`src/rtl/uart_pkg.sv`:
```
// UART shared definitions.
// State encodings and oversampling constants.
package uart_pkg;

  localparam int OVERSAMPLE = 16;

  localparam logic [3:0] TCNT_LAST = 4'(OVERSAMPLE - 1);
  localparam logic [3:0] TCNT_MID  = 4'(OVERSAMPLE / 2 - 1);

  typedef enum logic [2:0] {
    TX_IDLE,
    TX_START,
    TX_DATA,
    TX_PARITY,
    TX_STOP
  } tx_state_e;

  typedef enum logic [2:0] {
    RX_IDLE,
    RX_START,
    RX_DATA,
    RX_PARITY,
    RX_STOP
  } rx_state_e;

endpackage

```
`src/rtl/uart_tick_gen.sv`:
```
// Oversample tick generator.
// One-cycle tick every max(div_i,1) clocks.
module uart_tick_gen #(
  parameter int DIV_WIDTH = 16
) (
  input  logic                 clk,
  input  logic                 rst_n,
  input  logic [DIV_WIDTH-1:0] div_i,
  output logic                 tick_o
);

  logic [DIV_WIDTH-1:0] cnt_q;
  logic [DIV_WIDTH-1:0] cnt_d;
  logic [DIV_WIDTH-1:0] lim;

  // Wrap on >= so a smaller divisor never strands the count
  always_comb begin
    lim    = '0;
    if (div_i != '0) lim = div_i - DIV_WIDTH'(1);
    tick_o = (cnt_q >= lim);
    cnt_d  = tick_o ? '0 : cnt_q + DIV_WIDTH'(1);
  end

  // Counter register
  always_ff @(posedge clk or negedge rst_n) begin
    if (!rst_n) cnt_q <= '0;
    else        cnt_q <= cnt_d;
  end

endmodule

```
`src/rtl/uart_param.sv`:
```
// Parameterised UART with 16x oversampling.
// TX/RX FSMs share one tick generator.
module uart_param
  import uart_pkg::*;
#(
  parameter int DATA_BITS = 8,
  parameter int DIV_WIDTH = 16
) (
  input  logic                 clk,
  input  logic                 reset,
  input  logic [DIV_WIDTH-1:0] baud_div,
  input  logic                 parity_en,
  input  logic                 parity_odd,
  input  logic                 two_stop,
  input  logic                 loopback,
  input  logic                 tx_valid,
  input  logic [DATA_BITS-1:0] tx_data,
  output logic                 tx_ready,
  output logic                 tx_done,
  output logic                 txd,
  input  logic                 rxd,
  output logic                 rx_valid,
  input  logic                 rx_ready,
  output logic [DATA_BITS-1:0] rx_data,
  output logic                 parity_err,
  output logic                 frame_err,
  output logic                 overrun
);

  localparam logic [2:0] LAST_BIT = 3'(DATA_BITS - 1);

  logic tick;

  uart_tick_gen #(
    .DIV_WIDTH(DIV_WIDTH)
  ) u_tick (
    .clk   (clk),
    .rst_n (reset),
    .div_i (baud_div),
    .tick_o(tick)
  );

  tx_state_e            tx_st_q, tx_st_d;
  logic                 tx_go_q, tx_go_d;
  logic [3:0]           tx_tc_q, tx_tc_d;
  logic [2:0]           tx_bit_q, tx_bit_d;
  logic [DATA_BITS-1:0] tx_sh_q, tx_sh_d;
  logic                 tx_pen_q, tx_pen_d;
  logic                 tx_par_q, tx_par_d;
  logic                 tx_two_q, tx_two_d;
  logic                 tx_done_q, tx_done_d;

  // TX state and datapath registers
  always_ff @(posedge clk or negedge reset) begin
    if (!reset) begin
      tx_st_q   <= TX_IDLE;
      tx_go_q   <= 1'b0;
      tx_tc_q   <= '0;
      tx_bit_q  <= '0;
      tx_sh_q   <= '0;
      tx_pen_q  <= 1'b0;
      tx_par_q  <= 1'b0;
      tx_two_q  <= 1'b0;
      tx_done_q <= 1'b0;
    end else begin
      tx_st_q   <= tx_st_d;
      tx_go_q   <= tx_go_d;
      tx_tc_q   <= tx_tc_d;
      tx_bit_q  <= tx_bit_d;
      tx_sh_q   <= tx_sh_d;
      tx_pen_q  <= tx_pen_d;
      tx_par_q  <= tx_par_d;
      tx_two_q  <= tx_two_d;
      tx_done_q <= tx_done_d;
    end
  end

  // TX next state; start bit waits for the first tick
  always_comb begin
    tx_st_d   = tx_st_q;
    tx_go_d   = tx_go_q;
    tx_tc_d   = tx_tc_q;
    tx_bit_d  = tx_bit_q;
    tx_sh_d   = tx_sh_q;
    tx_pen_d  = tx_pen_q;
    tx_par_d  = tx_par_q;
    tx_two_d  = tx_two_q;
    tx_done_d = 1'b0;
    if (tx_st_q == TX_IDLE) begin
      if (tx_valid) begin
        tx_st_d  = TX_START;
        tx_go_d  = 1'b0;
        tx_tc_d  = '0;
        tx_bit_d = '0;
        tx_sh_d  = tx_data;
        tx_pen_d = parity_en;
        tx_par_d = (^tx_data) ^ parity_odd;
        tx_two_d = two_stop;
      end
    end else if (tick) begin
      if (tx_st_q == TX_START && !tx_go_q) begin
        tx_go_d = 1'b1;
      end else if (tx_tc_q != TCNT_LAST) begin
        tx_tc_d = tx_tc_q + 4'd1;
      end else begin
        tx_tc_d = '0;
        unique case (tx_st_q)
          TX_START: tx_st_d = TX_DATA;
          TX_DATA: begin
            tx_sh_d  = tx_sh_q >> 1;
            tx_bit_d = tx_bit_q + 3'd1;
            if (tx_bit_q == LAST_BIT) begin
              tx_bit_d = '0;
              tx_st_d  = tx_pen_q ? TX_PARITY
                                  : TX_STOP;
            end
          end
          TX_PARITY: tx_st_d = TX_STOP;
          TX_STOP: begin
            if (tx_two_q && tx_bit_q == '0) begin
              tx_bit_d = 3'd1;
            end else begin
              tx_st_d   = TX_IDLE;
              tx_done_d = 1'b1;
            end
          end
          default: tx_st_d = TX_IDLE;
        endcase
      end
    end
  end

  // Serial line decode from TX state
  always_comb begin
    txd = 1'b1;
    unique case (tx_st_q)
      TX_START:  txd = ~tx_go_q;
      TX_DATA:   txd = tx_sh_q[0];
      TX_PARITY: txd = tx_par_q;
      default:   txd = 1'b1;
    endcase
  end

  assign tx_ready = (tx_st_q == TX_IDLE);
  assign tx_done  = tx_done_q;

  logic [2:0] sync_q, sync_d;
  logic       rx_in;
  logic       rx_prev;

  assign sync_d  = {sync_q[1:0], loopback ? txd : rxd};
  assign rx_in   = sync_q[1];
  assign rx_prev = sync_q[2];

  // Two-flop synchroniser plus edge history
  always_ff @(posedge clk or negedge reset) begin
    if (!reset) sync_q <= '1;
    else        sync_q <= sync_d;
  end

  rx_state_e            rx_st_q, rx_st_d;
  logic [3:0]           rx_tc_q, rx_tc_d;
  logic [2:0]           rx_bit_q, rx_bit_d;
  logic [DATA_BITS-1:0] rx_sh_q, rx_sh_d;
  logic                 rx_pe_q, rx_pe_d;
  logic                 rx_valid_q, rx_valid_d;
  logic [DATA_BITS-1:0] rx_data_q, rx_data_d;
  logic                 perr_q, perr_d;
  logic                 ferr_q, ferr_d;
  logic                 ovr_q, ovr_d;

  // RX state and holding registers
  always_ff @(posedge clk or negedge reset) begin
    if (!reset) begin
      rx_st_q    <= RX_IDLE;
      rx_tc_q    <= '0;
      rx_bit_q   <= '0;
      rx_sh_q    <= '0;
      rx_pe_q    <= 1'b0;
      rx_valid_q <= 1'b0;
      rx_data_q  <= '0;
      perr_q     <= 1'b0;
      ferr_q     <= 1'b0;
      ovr_q      <= 1'b0;
    end else begin
      rx_st_q    <= rx_st_d;
      rx_tc_q    <= rx_tc_d;
      rx_bit_q   <= rx_bit_d;
      rx_sh_q    <= rx_sh_d;
      rx_pe_q    <= rx_pe_d;
      rx_valid_q <= rx_valid_d;
      rx_data_q  <= rx_data_d;
      perr_q     <= perr_d;
      ferr_q     <= ferr_d;
      ovr_q      <= ovr_d;
    end
  end

  // RX next state; new word beats a same-cycle handshake
  always_comb begin
    rx_st_d    = rx_st_q;
    rx_tc_d    = rx_tc_q;
    rx_bit_d   = rx_bit_q;
    rx_sh_d    = rx_sh_q;
    rx_pe_d    = rx_pe_q;
    rx_valid_d = rx_valid_q;
    rx_data_d  = rx_data_q;
    perr_d     = perr_q;
    ferr_d     = ferr_q;
    ovr_d      = ovr_q;
    if (rx_valid_q && rx_ready) begin
      rx_valid_d = 1'b0;
      ovr_d      = 1'b0;
    end
    unique case (rx_st_q)
      RX_IDLE: begin
        rx_tc_d = '0;
        if (rx_prev && !rx_in) rx_st_d = RX_START;
      end
      RX_START: begin
        if (tick) begin
          rx_tc_d = rx_tc_q + 4'd1;
          if (rx_tc_q == TCNT_MID) begin
            rx_tc_d  = '0;
            rx_bit_d = '0;
            rx_pe_d  = 1'b0;
            rx_st_d  = rx_in ? RX_IDLE : RX_DATA;
          end
        end
      end
      default: begin
        if (tick) begin
          rx_tc_d = rx_tc_q + 4'd1;
          if (rx_tc_q == TCNT_LAST) begin
            rx_tc_d = '0;
            unique case (rx_st_q)
              RX_DATA: begin
                rx_sh_d  = {rx_in, rx_sh_q[DATA_BITS-1:1]};
                rx_bit_d = rx_bit_q + 3'd1;
                if (rx_bit_q == LAST_BIT) begin
                  rx_st_d = parity_en ? RX_PARITY
                                      : RX_STOP;
                end
              end
              RX_PARITY: begin
                rx_pe_d = rx_in ^ (^rx_sh_q) ^ parity_odd;
                rx_st_d = RX_STOP;
              end
              default: begin
                rx_st_d    = RX_IDLE;
                rx_data_d  = rx_sh_q;
                perr_d     = rx_pe_q;
                ferr_d     = ~rx_in;
                rx_valid_d = 1'b1;
                if (rx_valid_q && !rx_ready) ovr_d = 1'b1;
              end
            endcase
          end
        end
      end
    endcase
  end

  assign rx_valid   = rx_valid_q;
  assign rx_data    = rx_data_q;
  assign parity_err = perr_q;
  assign frame_err  = ferr_q;
  assign overrun    = ovr_q;

endmodule

```
`config.mk`:
```
export PLATFORM = sky130hd
export DESIGN_NAME = uart_param
export DESIGN_NICKNAME = d
export VERILOG_FILES = /design/src/rtl/uart_pkg.sv /design/src/rtl/uart_tick_gen.sv /design/src/rtl/uart_param.sv
export SDC_FILE = /design/constraint.sdc
export NUM_CORES = 1
export LEC_CHECK = 0
export CAP_MARGIN = 20
export CORE_MARGIN = 1.5
export CORE_UTILIZATION = 60
export DETAILED_ROUTE_END_ITERATION = 8
export DONT_BUFFER_PORTS = 1
export PLACE_DENSITY = 0.76
export SYNTH_ARGS = -nofsm -noshare
export SYNTH_HDL_FRONTEND = slang
export SYNTH_SLANG_ARGS = --single-unit
```
`constraint.sdc`:
```
create_clock -name clk -period 3.8 [get_ports clk]
set_input_delay 0.76 -clock clk [delete_from_list [all_inputs] [get_ports clk]]
set_output_delay 0.76 -clock clk [all_outputs]
set_load 0.005 [all_outputs]
```
## Word level (Yosys, flattened, before mapping)

Cells that the tools add are included.

| cells by class | value |
|---|---|
| multiplexer cells | 80 |
| bitwise operators | 8 |
| shifts and indexed selects | 0 |
| magnitude comparators | 1 |
| reductions and logical operators | 37 |
| $add $sub $neg | 6 |
| $mul | 0 |
| equal/unequal tests | 22 |
| div/mod/pow operators | 0 |

Operators by type and width:

| cell | number |
|---|---|
| 2-to-1 mux 3 bit | 27 |
| 2-to-1 mux 8 bit | 6 |
| 2-to-1 mux 4 bit | 9 |
| 2-to-1 mux 16 bit | 2 |
| 2-to-1 mux 1 bit | 27 |
| one-hot mux 3 bit (2 select lines) | 4 |
| AND reduction 6 bit | 3 |
| adder 16 x 1 -> 16 bit, second input constant | 1 |
| greater-or-equal comparator 16 bit | 1 |
| nonzero test 16 bit | 1 |
| parity 8 bit | 2 |
| subtractor 16 x 1 -> 16 bit, second input constant | 1 |
| AND reduction 5 bit | 3 |
| nonzero test 2 bit | 7 |
| == test 3 x 2 -> 1 bit, second input constant | 4 |
| != test 2 bit, second input constant | 6 |
| one-hot mux 3 bit (4 select lines) | 1 |
| == test 3 bit, second input constant | 3 |
| logical NOT 3 bit | 3 |
| != test 3 bit, second input constant | 3 |
| adder 4 x 1 -> 4 bit, second input constant | 2 |
| one-hot mux 4 bit (2 select lines) | 1 |
| AND reduction 4 bit | 2 |
| adder 3 x 1 -> 3 bit, second input constant | 2 |
| other kinds (16) | 33 |

| word-level totals | value |
|---|---|
| memory bits (writable) | 0 |
| memories | 0 |
| bits in read-only memories | 0 |
| output and inout port bits | 15 |
| bits in latches | 0 |
| register bits | 73 |

## Longest topological paths before layout

Gate-level depths: netlist of the first run.

| depth | value |
|---|---|
| depth in word-level cells | 8 |
| depth in mapped cells | 15 |

## Modules after synthesis

A second synthesis of the first run with hierarchy kept.

| second synthesis, totals | value |
|---|---|
| cells, all modules | 441 |
| area, all modules | 4305.4 um2 |

Modules (own cells, without submodules):

| module | times used | area an instance (um2) | cells each |
|---|---|---|---|
| uart_param | 1 | 2836.5 | 266 |
| uart_tick_gen | 1 | 1468.9 | 175 |

## Worst setup path before layout of the first run

OpenSTA, ideal clock, no wires.

| timing | value |
|---|---|
| kind | input to register |
| start | input port baud_div[9] |
| end | register rx_sh_q[0] |
| slack | -0.595 ns |
| buffers on the path | 1 |
| data arrival time | 4.271 ns |
| stages on the path | 14 |
| setup time | 0.125 ns |
| cells stage by stage | or3_1 > nor4b_1 > nand2_1 > nor3_1 > xor2_1 > nand2_1 > ha_1 > nand4_1 > nor3_2 > or4b_1 > and3_1 > buf_6 > nor4b_4 > mux2_2 |

| on the way | value |
|---|---|
| longest elaborated chain between the ends | 4 |
| elaborated cells on any way between the ends | 5 |
| classes of those cells | add/sub (1); order compare (1); mux (1); reduce/logical (2) |

RTL lines:

| element | line | source |
|---|---|---|
| start, declared | uart_param.sv:11 | `input logic [DIV_WIDTH-1:0] baud_div,` |
| subtractor 16 x 1 -> 16 bit or nonzero test 16 bit (tied branches) | uart_tick_gen.sv:19 | `if (div_i != '0) lim = div_i - DIV_WIDTH'(1);` |
| 2-to-1 mux 16 bit * | uart_tick_gen.sv:19 |  |
| greater-or-equal comparator 16 bit * | uart_tick_gen.sv:20 | `tick_o = (cnt_q >= lim);` |
| AND reduction 4 bit (no source line) * | - |  |
| end signal, assigned | uart_param.sv:189 | `rx_sh_q <= rx_sh_d;` |
| end, declared | uart_param.sv:164 | `logic [DATA_BITS-1:0] rx_sh_q, rx_sh_d;` |

Mark *: on every way between the ends. The rest lies on a longest branch, timed or not.
A chain may end at the register's enable or synchronous reset.

## Final worst setup path of the first run

| timing | value |
|---|---|
| start | input port baud_div[9] |
| end | register tx_st_q[2] |

| on the way | value |
|---|---|
| longest elaborated chain between the ends | 5 |
| elaborated cells on any way between the ends | 6 |
| classes of those cells | add/sub (1); order compare (1); mux (1); reduce/logical (3) |

RTL lines:

| element | line | source |
|---|---|---|
| subtractor 16 x 1 -> 16 bit or nonzero test 16 bit (tied branches) | uart_tick_gen.sv:19 |  |
| 2-to-1 mux 16 bit * | uart_tick_gen.sv:19 |  |
| greater-or-equal comparator 16 bit * | uart_tick_gen.sv:20 |  |
| nonzero test 2 bit (no source line) * | - |  |
| AND reduction 6 bit (no source line) * | - |  |
| end signal, assigned | uart_param.sv:66 | `tx_st_q <= tx_st_d;` |
| end, declared | uart_param.sv:43 | `tx_state_e tx_st_q, tx_st_d;` |

Marked as above.

==> key figures, run 1 <==
Layout
  – Area Overhead vs Synth: 14.6%
  – Final core occ: between 70% and 80%
  – Nets: 524
  – Fin area: between 4000 and 5000 um^2
  – Sequential cell area: roughly 1800 um^2
  – Most frequent cells in the layout: dfrtp_1 (70), nand2_1 (62), nor2_1 (38)
  – FILL cells: approximately 500
  – Most common cell after layout, fill and taps aside: dfrtp_1
  – Proportion of layout cells with a drive suffix above 1: around a fifth
  – Antenna cells: 0
  – Multi-input gate area: 2510 um^2

Worst setup path
  – Worst Path Max Fanout: 6
  – CP cell instances: or3_4, nor4b_4, nand2_2, nor3_2, xor2_1, nand2_1, ha_1, nand4_1, nor3_2, or4b_4, and3_4, buf_4, or3_4, mux2_2
  – RR Startpoint: tx_st_q[2]
  – Crit. path cell count: 14
  – CP peak stage delay: just under 0.5 ns
  – Crit-path leading delay family: simple AND/OR/NAND/NOR gates
  – R2r endpoint: tx_bit_q[0]
  – Slowest library cell on the worst path: or4b_4
  – Worst path bufs/invs: 1
  – Setup crit end kind: flop
  – Crit path DAT: between 4 and 5 ns
  – R2R depth: 8
  – Nature of the critical path startpoint: primary input
  – WP data required: 4.04 ns
  – Reg2Reg Setup Slack: approximately 0.80 ns
  – Crit Path Category: primary input to flop

Outcome
  – Status: finished, final reports clean

Logic synthesis
  – Adder-cell share of the synthesized area: 7.54%
  – Synthesized net count: between 500 and 600
  – Mux cell area share after synthesis: 9.01%
  – Largest family of logic cells by synthesized area: simple AND/OR/NAND/NOR gates
  – XOR/XNOR Fraction of Synth Area: 9.33%
  – Seq/Total Area, Yosys: between 40% and 50%
  – Mapped cell area: approximately 4300 um^2
  – Yosys cell types: just over 50
  – Post-Syn Area per Cell: just under 10 um^2
  – Syn. warnings: 0
  – Primary FF master, synth: dfrtp_1
  – Share of flip-flops with an asynchronous set or reset: between 90% and 100%
  – Cell count after synthesis: 447
  – Synthesized flop and latch total: 73
  – Post-synth EDFFs: 0
  – Simple-gate share of the synthesized area: between 20% and 30%
  – Complex-gate fraction of the synthesized area: under 10%

Detailed routing
  – Vias: 3254
  – Routed len/inst: 15.3 um
  – Routed wl met3: 368 um
  – Final wirelength: about 8600 um
  – 1st-iter DRT viols: around 120
  – First-pass DRT Iterations: 4
  – WL met1: a little under 4000 um
  – Antenna-violating nets left: 0
  – DR vias/cell: 5.75
  – # DRC: 0
  – Highest routed layer: met4
  – Metal2 WL: 4260 um

Clocking
  – CTS tree: built
  – Root Buffer: clkbuf_8
  – Worst-case clock buffer depth: 2
  – H-tree Lvls: 3
  – Worst skew pair latency: roughly 0.35 ns
  – Num CTS Buffers: 9
  – Clock sink count: 73
  – Clk slew on worst S/H paths: 0.08 ns

Placement
  – DP Area: approximately 4600 um^2
  – Count of input and output buffers: 0
  – HPWL after DPL: between 6000 and 7000 um
  – Worst slack at placement: -0.579 ns
  – RePlAce Congestion: approximately 0.8

Pwr
  – Worst VDD drop: 0.341 mV
  – Power density of the placed cells: roughly 580 nW/um^2
  – Pleak: approximately 2.3 nW

Timing
  – Slew @ Worst Pin: approximately 0.63 ns
  – Final Setup Violations: 0
  – Setup ws final: approximately 0.0045 ns
  – Slew Viols, Final: 0
  – F_max: about 260 MHz
  – Hold Violations, Final: 0
  – Slew headroom: 57.5%
  – Max Clock Skew: about 0.011 ns
  – RSZ-0062 raised after global routing: yes
  – Tcrit/Tclk final: between 90% and 100%
  – Fin crit period: 3.80 ns
  – Setup_tns: 0 ns

Die
  – Cell Rows: 30
  – Initial Utilization: ~63%
  – I/O pin count: between 40 and 50
  – Core region area: 6870 um^2
  – DIE WIDTH: 87.8 um
  – Vert. Die Dim: approximately 90 um
  – Full die area: around 7700 um^2

GRT
  – Grt ovf: 0
  – Largest net degree at the start of global routing: 74
  – Vias in the first global route: 3226
  – First-pass GRT wire length: ~14000 um
  – GRT Overall Usage: approximately a quarter
  – Antenna violations before repair: 0

Job
  – Max Cap Viol: 0

Hold path
  – Worst Hold Class: primary input to asynchronous set/reset pin
[registers in the layout (all words and copies together), names as in the netlist, 3 cells and up, named ones only]
register      cells
sync_q            3
rx_sh_q           8
rx_data           8
tx_st_q           3
tx_bit_q          3
tx_sh_q           8
tx_tc_q           4
rx_bit_q          3
rx_st_q           3
rx_tc_q           4
u_tick.cnt_q     16
[power by group]
group,internal [mW],total (mW),switching [mW]
logic,0.463,0.945,0.482
registers,0.982,1.21,0.227
clock network,0.438,0.717,0.279
total,1.88,2.87,0.989
[cell families (layout without fill, tap and decap cells)]
family | count (synthesis) | in the layout
compound gates | 58 | 58
xor+xnor | 46 | 46
fa+ha+maj | 26 | 26
buf+inv | 30 | 53
flops | 73 | 73
mux | 35 | 35
simple gates | 179 | 179
[layer usage]
layer	up-vias	GRT usage, %
li1	1592	-
met1	1591	29.1
met2	57	39.3
met3	14	7.07
met4	0	7.65
met5	-	0
[how the worst max path moves through the flow]
stage | from | to
after floorplan | baud_div[9] | rx_sh_q[0]
after global placement | baud_div[9] | rx_bit_q[0]
after detailed placement | baud_div[9] | tx_st_q[2]
after CTS | baud_div[9] | tx_st_q[2]
after global routing | baud_div[9] | rx_sh_q[0]
final | baud_div[9] | tx_st_q[2]
[worst reg2reg max path: cells and delay by family (launching register included)]
kind | cells | cell delay (ns)
buffers and inverters | 2 | 0.64
DFF | 1 | 0.52
muxes | 1 | 0.26
and+or+nand+nor | 3 | 1.10
AOI/OAI and AO/OA | 2 | 0.37
[final cells by class]
class | instances | share of cell area [%]
Clock inverter | 5 | 2.15
Multi-Input combinational cell | 344 | 50.8
Sequential cell | 73 | 37.0
Clock buffer | 11 | 2.65
Inverter | 15 | 1.14
Tap cell | 96 | 2.43
Timing Repair Buffer | 22 | 3.82
[per-stage QoR]
| stage | power [mW] | hold slack [ns] | std cells |
|---|---|---|---|
| 5_1_grt | 3.08 | 0.0697 | 566 |
| 3_5_place_dp | 2.10 | 0.361 | 548 |
| 4_1_cts | 2.83 | 0.0826 | 565 |
| 3_3_place_gp | 2.05 | 0.362 | 548 |
| 2_1_floorplan | 1.88 | 0.345 | 447 |
| 6_report | 2.87 | 0.101 | 566 |
[cells in the mapped netlist, types with 4 or more instances]
master,number,area [um^2]
a21oi_1,15,75.1
mux2i_1,4,40.0
nor3_1,12,60.1
clkbuf_1,10,37.5
nor4b_1,4,35.0
nor2_1,39,146
o21ai_0,18,90.1
nand2_1,65,244
xor2_1,21,184
nand4_1,5,31.3
and3_1,5,31.3
dfrtp_1,70,1750
inv_1,15,56.3
xnor2_1,25,219
nand2b_1,4,25.0
ha_1,26,325
nor2b_1,5,31.3
mux2_2,31,349
nand3_1,19,95.1
[repair_timing]
action / in CTS / in global routing
pin swaps: 1 / 4
resized for setup: 3 / 28
endpoints found under the setup margin: 31 / 39
hold buffers: 0 / 0
buffers inserted: 1 / 1
No activity file was read; power rests on OpenSTA's default activity.
==> run 2, diff against run 1 <==
--- a/config.mk
+++ b/config.mk
@@ -14,3 +14,4 @@
 export SYNTH_ARGS = -nofsm -noshare
 export SYNTH_HDL_FRONTEND = slang
 export SYNTH_SLANG_ARGS = --single-unit
+export TNS_END_PERCENT = 100
==> results of run 2 <==
No change in the layout: final DEF, timing and power equal those of run 1.
